<file path="config.mk">
export PLATFORM = sky130hd
export DESIGN_NAME = cdb_arbiter_flat
export DESIGN_NICKNAME = d
export VERILOG_FILES = /design/src/rtl/cdb_pkg.sv /design/src/rtl/cdb_arbiter_if.sv /design/src/rtl/cdb_arbiter_rr_pick.sv /design/src/rtl/cdb_arbiter.sv /design/src/flat_wrapper.sv
export SDC_FILE = /design/constraint.sdc
export NUM_CORES = 1
export LEC_CHECK = 0
export CAP_MARGIN = 25
export CORE_MARGIN = 4
export CORE_UTILIZATION = 30
export CTS_CLUSTER_DIAMETER = 50
export CTS_CLUSTER_SIZE = 8
export DETAILED_ROUTE_END_ITERATION = 8
export PLACE_DENSITY = 0.58
export SYNTH_ARGS = -nofsm -noshare
export SYNTH_HDL_FRONTEND = slang
export SYNTH_HIERARCHICAL = 1
export SYNTH_SLANG_ARGS = --single-unit
export TNS_END_PERCENT = 20
</file>
<file path="constraint.sdc">
create_clock -name clk -period 5.3 [get_ports clk]
set_input_delay 1.06 -clock clk [delete_from_list [all_inputs] [get_ports clk]]
set_output_delay 1.06 -clock clk [all_outputs]
set_load 0.02 [all_outputs]
</file>
<file path="src/rtl/cdb_pkg.sv">
// Shared CDB constants: default unit count, grant-index width derivation, grant-counter width.
// Pure declarations, no latency; no flow control of its own.
// Imported by cdb_arbiter, its pick sub-module and functional_unit_output_buffer.
package cdb_pkg;

    localparam int N_UNITS_DEF = 4;
    localparam int GRANT_CNT_W = 32;

    // A 2-unit arbiter still needs one index bit, which $clog2 alone would also give,
    // but guarding keeps degenerate sizes from producing a zero-width index.
    function automatic int idx_width(input int n);
        return (n < 2) ? 1 : $clog2(n);
    endfunction

endpackage

</file>
<file path="src/rtl/cdb_arbiter_if.sv">
// CDB arbitration bundle: per-unit requests and stall in, one-hot permit, valid and index out.
// Purely wiring, no latency; stall is carried to the arbiter, which suppresses all grants.
// master = requester / CDB side, slave = arbiter.
interface cdb_arbiter_if
    import cdb_pkg::*;
#(
    parameter int N_UNITS   = N_UNITS_DEF,
    parameter int IDX_WIDTH = idx_width(N_UNITS)
);

    logic [N_UNITS-1:0]   not_empty;
    logic                 cdb_stall;
    logic [N_UNITS-1:0]   cdb_permit;
    logic                 cdb_valid;
    logic [IDX_WIDTH-1:0] grant_idx;
    logic [IDX_WIDTH-1:0] rr_ptr;

    modport master (
        output not_empty,
        output cdb_stall,
        input  cdb_permit,
        input  cdb_valid,
        input  grant_idx,
        input  rr_ptr
    );

    modport slave (
        input  not_empty,
        input  cdb_stall,
        output cdb_permit,
        output cdb_valid,
        output grant_idx,
        output rr_ptr
    );

endinterface

</file>
<file path="src/rtl/cdb_arbiter_rr_pick.sv">
// Rotating first-one picker: first set request at or above start, wrapping to 0.
// Purely combinational, zero latency.
// No backpressure; the caller masks the result.
module rr_pick
    import cdb_pkg::*;
#(
    parameter int N_UNITS   = N_UNITS_DEF,
    parameter int IDX_WIDTH = idx_width(N_UNITS)
) (
    input  logic [N_UNITS-1:0]   req,
    input  logic [IDX_WIDTH-1:0] start,
    output logic [N_UNITS-1:0]   gnt,
    output logic [IDX_WIDTH-1:0] idx,
    output logic                 any
);

    always_comb begin
        int u;
        u   = 0;
        gnt = '0;
        idx = '0;
        any = 1'b0;
        for (int k = 0; k < N_UNITS; k++) begin
            u = int'(start) + k;
            if (u >= N_UNITS) u = u - N_UNITS;
            if (!any && req[u]) begin
                any    = 1'b1;
                gnt[u] = 1'b1;
                idx    = u[IDX_WIDTH-1:0];
            end
        end
    end

endmodule

</file>
<file path="src/rtl/cdb_arbiter.sv">
// Round-robin CDB arbiter; optional per-unit saturating grant counters under CDB_ARBITER_GRANT_COUNT_EN.
// Zero-cycle grant from not_empty/cdb_stall/reset and the registered rr_ptr.
// cdb_stall or reset withdraws every grant and freezes/clears rr_ptr.
module cdb_arbiter
    import cdb_pkg::*;
#(
    parameter int N_UNITS   = N_UNITS_DEF,
    parameter int IDX_WIDTH = idx_width(N_UNITS)
) (
    input  logic               clk,
    input  logic               reset,
`ifdef CDB_ARBITER_GRANT_COUNT_EN
    output logic [N_UNITS*GRANT_CNT_W-1:0] grant_count,
`endif
    cdb_arbiter_if.slave       bus
);

    logic [N_UNITS-1:0]   pick_gnt;
    logic [IDX_WIDTH-1:0] pick_idx;
    logic                 pick_any;
    logic                 grant_en;
    logic [IDX_WIDTH-1:0] rr_ptr_q;
    logic [IDX_WIDTH-1:0] rr_ptr_nxt;

    rr_pick #(
        .N_UNITS   (N_UNITS),
        .IDX_WIDTH (IDX_WIDTH)
    ) u_pick (
        .req   (bus.not_empty),
        .start (rr_ptr_q),
        .gnt   (pick_gnt),
        .idx   (pick_idx),
        .any   (pick_any)
    );

    assign grant_en       = pick_any && !bus.cdb_stall && !reset;
    assign bus.cdb_permit = grant_en ? pick_gnt : '0;
    assign bus.cdb_valid  = grant_en;
    assign bus.grant_idx  = grant_en ? pick_idx : '0;
    assign bus.rr_ptr     = rr_ptr_q;

    // Priority moves to the unit just after the winner, which gives the fairness bound.
    assign rr_ptr_nxt = (bus.grant_idx == IDX_WIDTH'(N_UNITS - 1)) ? '0
                                                                   : bus.grant_idx + 1'b1;

    always_ff @(posedge clk) begin
        if (reset)
            rr_ptr_q <= '0;
        else if (bus.cdb_valid)
            rr_ptr_q <= rr_ptr_nxt;
    end

`ifdef CDB_ARBITER_GRANT_COUNT_EN
    logic [GRANT_CNT_W-1:0] cnt_q [N_UNITS];

    always_ff @(posedge clk) begin
        for (int i = 0; i < N_UNITS; i++) begin
            if (reset)
                cnt_q[i] <= '0;
            else if (bus.cdb_permit[i] && (cnt_q[i] != '1))
                cnt_q[i] <= cnt_q[i] + 1'b1;
        end
    end

    for (genvar g = 0; g < N_UNITS; g++) begin : g_cnt
        assign grant_count[g*GRANT_CNT_W +: GRANT_CNT_W] = cnt_q[g];
    end
`endif

endmodule
</file>
<file path="src/flat_wrapper.sv">
// flat-port wrapper written by rule: the top's interface ports become plain ports
module cdb_arbiter_flat import cdb_pkg::*;
#(
    parameter int N_UNITS   = N_UNITS_DEF,
    parameter int IDX_WIDTH = idx_width(N_UNITS)
)
  (clk, reset, bus_not_empty, bus_cdb_stall, bus_cdb_permit, bus_cdb_valid, bus_grant_idx, bus_rr_ptr);
  cdb_arbiter_if #(.N_UNITS(N_UNITS), .IDX_WIDTH(IDX_WIDTH)) bus_i ();
  input  logic clk;
  input  logic reset;
  input wire logic [$bits(bus_i.not_empty)-1:0] bus_not_empty;
  input wire logic [$bits(bus_i.cdb_stall)-1:0] bus_cdb_stall;
  output wire logic [$bits(bus_i.cdb_permit)-1:0] bus_cdb_permit;
  output wire logic [$bits(bus_i.cdb_valid)-1:0] bus_cdb_valid;
  output wire logic [$bits(bus_i.grant_idx)-1:0] bus_grant_idx;
  output wire logic [$bits(bus_i.rr_ptr)-1:0] bus_rr_ptr;
  assign bus_i.not_empty = bus_not_empty;
  assign bus_i.cdb_stall = bus_cdb_stall;
  assign bus_cdb_permit = bus_i.cdb_permit;
  assign bus_cdb_valid = bus_i.cdb_valid;
  assign bus_grant_idx = bus_i.grant_idx;
  assign bus_rr_ptr = bus_i.rr_ptr;
  cdb_arbiter #(.N_UNITS(N_UNITS), .IDX_WIDTH(IDX_WIDTH)) u_core (.clk(clk), .reset(reset), .bus(bus_i));
endmodule
</file>
==> impl_metrics.csv, run 1 <==
group,metric,value,unit
detailed_routing,drtIter0Drc,6,
detailed_routing,vias,555,
finish,finalCoreUtilization,42.8,%
worst_setup_path,crit_fanout,13,
floorplanning,ios,16,
cts,cts_buffer_depth,2,
finish,n_fill_cell,191,
detailed_routing,totalWireLength,1290,microns
synth,synth_compound_area_share,23.4,%
sta,fin_crit_sh,90.9,%
cts,numCtsBuffers,3,
run,maxCapViolCount,0,
pwr,p_clk_share,13.4,%
grt,grt_pass1_vias,498,
placement,dp_slack,479,ps
floorplanning,fp.dieH,52.5,microns
cts,postCtsSetupBuffers,0,
worst_setup_path,required,4240,ps
pwr,ir_drop,0.121,mV
cts,clock_latency,220,ps
finish,syn2layout_area_growth,30.0,%
synth,synthesis.nets,78,
synth,postSynthCellCount,63,
finish,fin_nets,95,
worst_setup_path,startpoint_type,"primary input",
sta,layout_min_cycle_time,4820,ps
detailed_routing,via_per_inst,5.39,
worst_setup_path,worst-setup-path-type,"in2out",
detailed_routing,postRouteAntennaNets,0,
finish,largest_reg_flops,2,
sta,relSlewSlack,58.3,%
synth,synth-main-ff-cell,"dfxtp_1",
synth,synth_xor_area_share,1.48,%
cts,htreeDepth,1,
worst_setup_path,cp-end-kind,"output port",
synth,synth_edf_count,0,
pwr,combPwrFrac,72.7,%
synth,synthMuxAreaShare,22.6,%
floorplanning,num_rows,15,
synth,ys_seq_elements,2,
sta,drv_slew,0,
synth,yosysWarnings,6,
pwr,pwr_density_cell,321,nW/um^2
sta,max_slew.worst_pin.slew,625,ps
cts,clkSlewWorstSetupHoldPaths,30,ps
grt,grtUsageTotal,10.6,%
placement,port_buffers,15,
floorplanning,placeableCoreArea,1800,sq um
synth,async_reset_ff_share,0,%
floorplanning,dieWidth,52.5,microns
placement,hpwl,975,microns
detailed_routing,drtPass1Iterations,5,
sta,setup_slack,482,ps
pwr,p_seq_share,13.9,%
detailed_routing,wire_per_inst,12.5,microns
run_status,status,"completed",
worst_setup_path,arrival,3760,ps
pwr,p_sw,116,uW
cts,cts_resized,0,
synth,synthSimpleGateAreaFrac,21.9,%
pwr,finalPower,247,uW
worst_setup_path,r2r_slack,2320,ps
sta,rsz0062_at_grt,"no",
pwr,intPower,131,uW
floorplanning,initial_utilization,32.9,%
synth,avgSynthCellArea,9.41,sq um
grt,antenna_found_initial,0,
grt,overflow,0,
synth,synthAdderAreaFrac,16.9,%
sta,clock.fmax,208,MHz
cts,ctsRootBufferMaster,"clkbuf_4",
synth,synth_top_family_by_area,"compound AO/OA/AOI/OAI gates",
grt,grt_pass1_wl,2240,microns
pwr,p_leak,0.000292,uW
cts,clock-sinks,2,
cts,cts_tree,"done",
synth,synth_area,593,sq um
synth,ys_seq_area_share,6.75,%
finish,ff_latch_area,40.0,sq um
sta,setup-tns-final,0,ps
sta,finalSetupViolCount,0,
placement,finalWeightedCongestion,0.875,
sta,finalHoldViolations,0,
cts,hold_buffers,0,
finish,drive_gt1_share,12.8,%
floorplanning,die_area,2750,sq um
grt,grt_max_degree,17,
worst_hold_path,hold_class,"reg2reg",
pwr,swShare,46.9,%
finish,multi_input_area,512,sq um
sta,fin_skew,0.352,ps
finish,n_antenna_cell,0,
synth,ys_types,28,
detailed_routing,drc,0,
## power groups by stage
stage | sequential [uW] | clock, uW | combinational, uW
3_5_place_dp | 34.8 | 0 | 179
5_1_grt | 36.5 | 35.2 | 198
3_3_place_gp | 35.1 | 0 | 180
6_report | 34.5 | 33.1 | 180
4_1_cts | 34.6 | 34.6 | 179
2_1_floorplan | 31.8 | 0 | 140
## layout make-up
| type | count | share of cell area [%] |
|---|---|---|
| multi-input combinational | 54 | 66.4 |
| tap | 25 | 4.06 |
| clock buffer | 3 | 2.92 |
| timing repair buffer | 15 | 19.5 |
| inverter | 4 | 1.95 |
| sequential | 2 | 5.19 |
## metrics by stage
stage	instances	hold WS, ps	cell area [sq um]
global route	103	786	771
CTS	103	712	771
global placement	100	702	748
detailed placement	100	707	748
floorplan	63	642	593
finish	103	707	771
## cells in the final DEF, fill, tap and decap left out, drive strengths merged
master	Yosys	layout
a211oi	2	2
mux2i	1	1
clkdlybuf4s50	0	15
xnor2	1	1
inv	4	4
a22oi	8	8
ha	8	8
and2	6	6
mux2	2	2
dfxtp	2	2
nand2b	1	1
a21oi	1	1
nor3	1	1
nor2b	1	1
nor4	1	1
a32o	1	1
mux4	4	4
o211ai	1	1
nor4b	1	1
o31ai	1	1
clkbuf	1	3
and2b	2	2
o311ai	1	1
o21ai	5	5
nand2	1	1
nor2	4	4
## worst paths after layout
| path | from | end | cells past startpoint |
|---|---|---|---|
| worst max-delay path | bus_not_empty[2] | bus_grant_idx[1] | 7 |
| worst min-delay path | u_core/bus.rr_ptr[1]$_SDFFE_PP0P_ | u_core/bus.rr_ptr[1]$_SDFFE_PP0P_ | 2 |
| worst max register to register | u_core/bus.rr_ptr[0]$_SDFFE_PP0P_ | u_core/bus.rr_ptr[1]$_SDFFE_PP0P_ | 8 |
| worst min register to register | u_core/bus.rr_ptr[1]$_SDFFE_PP0P_ | u_core/bus.rr_ptr[1]$_SDFFE_PP0P_ | 2 |
## metal layers
metal  GRT usage, %  up-vias  routed length (microns)
met2           15.9       20                      615
met1           15.0      260                      601
met5              0        -                        0
met4           3.83        0                        0
li1               -      275                        -
met3           1.71        0                       74
## worst max-delay path, cell delays in order
cell and delay, ps:
clkdlybuf4s50_1 470, mux4_1 760, nor4b_4 470, nor2_1 90, a32o_1 250, and2_1 140
clkdlybuf4s50_1 530
## synthesized netlist by cell type (2+ instances only)
master	instances	area [sq um]
ha_1	8	100
mux2_2	2	22.5
a22oi_1	8	60.1
a211oi_1	2	15.0
inv_1	4	15.0
dfxtp_1	2	40.0
buf_6	2	22.5
o21ai_0	5	25.0
nor2_1	4	15.0
and2_1	6	37.5
mux4_1	3	78.8
## cells by family after synthesis
group	count (synthesis)
flops	2
mux	7
xor+xnor	1
simple gates	18
fa+ha+maj	8
buf+inv	7
compound gates	20
Power figures use the tool's default switching activity.
==> run 2, diff against run 1 <==
--- a/config.mk
+++ b/config.mk
@@ -11,7 +11,8 @@
 export CTS_CLUSTER_DIAMETER = 50
 export CTS_CLUSTER_SIZE = 8
 export DETAILED_ROUTE_END_ITERATION = 8
-export PLACE_DENSITY = 0.58
+export DONT_BUFFER_PORTS = 1
+export PLACE_DENSITY = 0.48
 export SYNTH_ARGS = -nofsm -noshare
 export SYNTH_HDL_FRONTEND = slang
 export SYNTH_HIERARCHICAL = 1
==> impl_metrics.csv, run 2 (synthesis gave the netlist of run 1 again) <==
group,metric,value,unit
finish,drive_gt1_share,18.5,%
cts,numCtsBuffers,3,
worst_setup_path,rr_worst_depth,9,
pwr,intPower,115,uW
pwr,finalPower,227,uW
cts,cts_resized,0,
worst_setup_path,cp-end-kind,"output port",
worst_setup_path,r2r_end,"u_core/bus.rr_ptr[1]$_SDFFE_PP0P_",
sta,max_slew.worst_pin.slew,435,ps
worst_setup_path,crit_fanout,13,
grt,grt_max_degree,16,
cts,clkSlewWorstSetupHoldPaths,30,ps
finish,fin_nets,82,
sta,finalSetupViolCount,0,
cts,cts_tree,"done",
grt,grt_pass1_vias,511,
sta,clock.fmax,261,MHz
detailed_routing,vias,487,
placement,port_buffers,0,
grt,grt_pass1_wl,2150,microns
floorplanning,fp.dieH,52.5,microns
worst_hold_path,hp-start,"u_core/bus.rr_ptr[1]$_SDFFE_PP0P_",
cts,clock_latency,220,ps
placement,finalWeightedCongestion,0.710,
worst_hold_path,hold_class,"reg2reg",
sta,fin_skew,2.23,ps
run_status,status,"completed",
detailed_routing,via_per_inst,5.41,
pwr,p_leak,0.000248,uW
floorplanning,ios,16,
grt,overflow,0,
sta,finalHoldViolations,0,
placement,hpwl,976,microns
cts,cts_buffer_depth,2,
sta,rsz0062_at_grt,"no",
worst_setup_path,crit_start,"bus_not_empty[2]",
detailed_routing,drtIter0Drc,5,
cts,ctsRootBufferMaster,"clkbuf_4",
pwr,p_seq_share,8.8,%
pwr,pwr_density_cell,358,nW/um^2
sta,relSlewSlack,70.7,%
grt,grtUsageTotal,10.4,%
run,maxCapViolCount,0,
finish,syn2layout_area_growth,7.17,%
pwr,p_sw,112,uW
worst_setup_path,startpoint_type,"primary input",
pwr,swShare,49.2,%
finish,mostFrequentLayoutCells,"8 x a22oi_1, 8 x ha_1, 6 x and2_1",
worst_setup_path,r2r_slack,2640,ps
finish,n_antenna_cell,0,
grt,antenna_found_initial,0,
detailed_routing,totalWireLength,1260,microns
detailed_routing,drtPass1Iterations,4,
worst_setup_path,required,4240,ps
worst_setup_path,r2r_start,"u_core/bus.rr_ptr[1]$_SDFFE_PP0P_",
worst_hold_path,hold_depth,3,
finish,largest_reg_flops,2,
floorplanning,placeableCoreArea,1800,sq um
worst_setup_path,arrival,2770,ps
cts,htreeDepth,1,
sta,layout_min_cycle_time,3830,ps
detailed_routing,wire_per_inst,14.0,microns
cts,hold_buffers,0,
sta,fin_crit_sh,72.2,%
floorplanning,initial_utilization,32.9,%
worst_hold_path,hold_end,"u_core/bus.rr_ptr[1]$_SDFFE_PP0P_",
pwr,ir_drop,0.108,mV
cts,postCtsSetupBuffers,0,
sta,setup-tns-final,0,ps
floorplanning,dieWidth,52.5,microns
sta,drv_slew,0,
cts,clock-sinks,2,
pwr,p_clk_share,14.7,%
floorplanning,num_rows,15,
floorplanning,die_area,2750,sq um
detailed_routing,drc,0,
worst_setup_path,worst-setup-path-type,"in2out",
pwr,combPwrFrac,76.5,%
detailed_routing,postRouteAntennaNets,0,
## run 2: changes by cell type in the layout (fill, tap and decap cells not counted)
cell	previous run	this run
clkdlybuf4s50_1	15	0
buf_4	0	2
## run 2: worst max-delay path by stage
| stage | end | slack (ps) | depth (start not counted) |
|---|---|---|---|
| global placement | bus_grant_idx[1] | 1480 | 6 |
| finish | bus_grant_idx[1] | 1470 | 5 |
| global route | bus_cdb_permit[3] | 1340 | 6 |
| CTS | bus_cdb_permit[1] | 1470 | 6 |
| detailed placement | bus_cdb_permit[1] | 1470 | 6 |
| floorplan | bus_grant_idx[1] | 1720 | 5 |
## run 2: power by group through the flow
stage / clock network [uW] / registers, uW / logic, uW
detailed placement: 0 / 20.4 / 175
global route: 36.7 / 21.0 / 192
CTS: 34.2 / 20.2 / 175
floorplan: 0 / 31.8 / 140
finish: 33.3 / 20.1 / 174
global placement: 0 / 20.4 / 177
## run 2: critical path, stage by stage
cell     delay [ps]
mux4_1          700
nor4b_4         460
nor2_1          100
a32o_1          240
and2_1          210
## run 2: layout make-up
| class | count | area [sq um] |
|---|---|---|
| Tap cell | 25 | 31.3 |
| Multi-Input combinational cell | 54 | 512 |
| Fill cell | 199 | 1170 |
| Inverter | 4 | 15.0 |
| Clock buffer | 3 | 22.5 |
| Sequential cell | 2 | 40.0 |
| Timing Repair Buffer | 2 | 15.0 |
## run 2: stage by stage
stage	hold slack, ps	area, sq um	instances	utilization, %	setup WS (ps)
after global placement	685	613	87	34.0	1480
after global routing	762	636	90	35.3	1340
final	693	636	90	35.3	1470
after CTS	694	636	90	35.3	1470
after floorplan	642	593	63	-	1720
after detailed placement	689	613	87	34.0	1470
## run 2: per-layer routing
metal / part of all wire [%] / global-route usage (%) / wire length, microns
met3: 5.1 / 2.28 / 64
met5: 0 / 0 / 0
met4: 0 / 2.55 / 0
met2: 49 / 19.4 / 618
met1: 46 / 11.6 / 581
==> run 3, diff against run 2 <==
--- a/config.mk
+++ b/config.mk
@@ -12,7 +12,7 @@
 export CTS_CLUSTER_SIZE = 8
 export DETAILED_ROUTE_END_ITERATION = 8
 export DONT_BUFFER_PORTS = 1
-export PLACE_DENSITY = 0.48
+export PLACE_DENSITY = 0.49
 export SYNTH_ARGS = -nofsm -noshare
 export SYNTH_HDL_FRONTEND = slang
 export SYNTH_HIERARCHICAL = 1
==> constraint.sdc (replaced) <==
create_clock -name clk -period 3.1 [get_ports clk]
set_input_delay 0.62 -clock clk [delete_from_list [all_inputs] [get_ports clk]]
set_output_delay 0.62 -clock clk [all_outputs]
set_load 0.02 [all_outputs]
==> impl_metrics.csv, run 3 (synthesis gave the netlist of run 1 again) <==
group,metric,value,unit
sta,drv_slew,0,
sta,clock.fmax,335,MHz
grt,grt_pass1_vias,501,
sta,setup_slack,112,ps
grt,antenna_found_initial,0,
floorplanning,initial_utilization,32.9,%
worst_hold_path,hold_class,"in2reg",
finish,fin_nets,87,
run_status,status,"completed",
floorplanning,dieWidth,52.5,microns
cts,cts_tree,"done",
worst_setup_path,crit_chain,"buf_4 > mux4_1 > nor4b_4 > nor2_1 > a32o_1 > and2_1",
placement,dp_slack,215,ps
pwr,p_leak,0.000270,uW
grt,grtUsageTotal,11.6,%
finish,n_antenna_cell,0,
run,maxCapViolCount,0,
finish,finalCoreUtilization,38.2,%
finish,layout_commonest_cell,"a22oi_1",
worst_setup_path,worst_path_largest_cell_delay,690,ps
placement,dpl_cell_area,643,sq um
floorplanning,num_rows,15,
pwr,ir_drop,0.261,mV
sta,layout_min_cycle_time,2990,ps
finish,drive_gt1_share,30.0,%
worst_setup_path,required,2480,ps
placement,finalWeightedCongestion,0.730,
worst_setup_path,crit_fanout,6,
cts,ctsRootBufferMaster,"clkbuf_4",
floorplanning,placeableCoreArea,1800,sq um
floorplanning,die_area,2750,sq um
cts,cts_buffer_depth,2,
placement,hpwl,1090,microns
sta,finalHoldViolations,0,
detailed_routing,via_per_inst,5.65,
finish,syn2layout_area_growth,16.0,%
cts,clock_latency,220,ps
floorplanning,ios,16,
worst_setup_path,cp_slowest_cell,"mux4_1",
grt,overflow,0,
worst_setup_path,cp-end-kind,"output port",
sta,max_slew.worst_pin.slew,471,ps
pwr,pwr_density_cell,621,nW/um^2
detailed_routing,vias,537,
cts,numCtsBuffers,3,
placement,port_buffers,0,
finish,final_area,688,sq um
detailed_routing,totalWireLength,1420,microns
finish,mostFrequentLayoutCells,"8 x a22oi_1, 7 x buf_4, 7 x ha_1",
worst_setup_path,arrival,2370,ps
sta,whs,464,ps
grt,grt_pass1_wl,2350,microns
sta,setup-tns-final,0,ps
detailed_routing,drtPass1Iterations,4,
detailed_routing,postRouteAntennaNets,0,
grt,grt_max_degree,11,
detailed_routing,drc,0,
cts,clock-sinks,2,
sta,finalSetupViolCount,0,
finish,n_fill_cell,199,
detailed_routing,wire_per_inst,15.0,microns
worst_setup_path,worst-setup-path-type,"reg2out",
sta,relSlewSlack,68.3,%
floorplanning,fp.dieH,52.5,microns
worst_setup_path,startpoint_type,"flop",
detailed_routing,drtIter0Drc,17,
cts,hold_buffers,0,
sta,rsz0062_at_grt,"no",
cts,htreeDepth,1,
sta,fin_crit_sh,96.4,%
sta,fin_skew,1.73,ps
finish,largest_reg_flops,2,
cts,clkSlewWorstSetupHoldPaths,30,ps
-- run 3: changes by cell type in the layout (fill, tap and decap cells not counted), sizes merged --
cell,previous run,this run
buf,2,7
-- run 3: final timing paths --
kind	startpoint	to	slack, ps	depth (start not counted)
worst min register to register	u_core/bus.rr_ptr[1]$_SDFFE_PP0P_	u_core/bus.rr_ptr[1]$_SDFFE_PP0P_	740	3
worst max register to register	u_core/bus.rr_ptr[0]$_SDFFE_PP0P_	u_core/bus.rr_ptr[1]$_SDFFE_PP0P_	710	7
worst min-delay path	reset	u_core/bus.rr_ptr[1]$_SDFFE_PP0P_	460	1
worst max-delay path	u_core/bus.rr_ptr[0]$_SDFFE_PP0P_	bus_grant_idx[1]	110	6
-- run 3: layer usage --
layer  wire, microns  track usage [%]  share of wire [%]
met1             592             13.8                 42
met3             128             2.56                9.0
met5               0                0                  0
met2             699             18.4                 49
met4               0             7.66                  0
-- run 3: cell type report --
type / count / area (sq um) / share of cell area [%]
clock buffer: 3 / 22.5 / 3.27
sequential: 2 / 41.3 / 6.00
timing repair buffer: 7 / 52.6 / 7.64
inverter: 4 / 15.0 / 2.18
multi-input combinational: 54 / 526 / 76.4
tap: 25 / 31.3 / 4.55
-- run 3: metrics by stage --
stage | std cells | power, uW
floorplan | 63 | 294
CTS | 95 | 413
global placement | 91 | 352
detailed placement | 91 | 346
finish | 95 | 427
global route | 95 | 470
-- run 3: where the power goes --
part | total (uW) | leakage [uW] | internal (uW) | switching (uW)
Combinational | 329 | 0.000240 | 150 | 179
Sequential | 42.2 | 0.0000169 | 33.2 | 8.97
Clock | 56.5 | 0.0000138 | 42.6 | 13.9
-- run 3: critical path, delay by kind of cell (launching register included) --
family / cells / cell delay (ps)
buf+inv: 1 / 160
compound gates: 1 / 250
simple gates: 3 / 730
flops: 1 / 320
mux: 1 / 690
-- run 3: timing repair --
action                                  in CTS  in global routing
resized for setup                            0                  4
buffers inserted                             1                  0
pin swaps                                    0                  1
endpoints found under the setup margin       1                  7
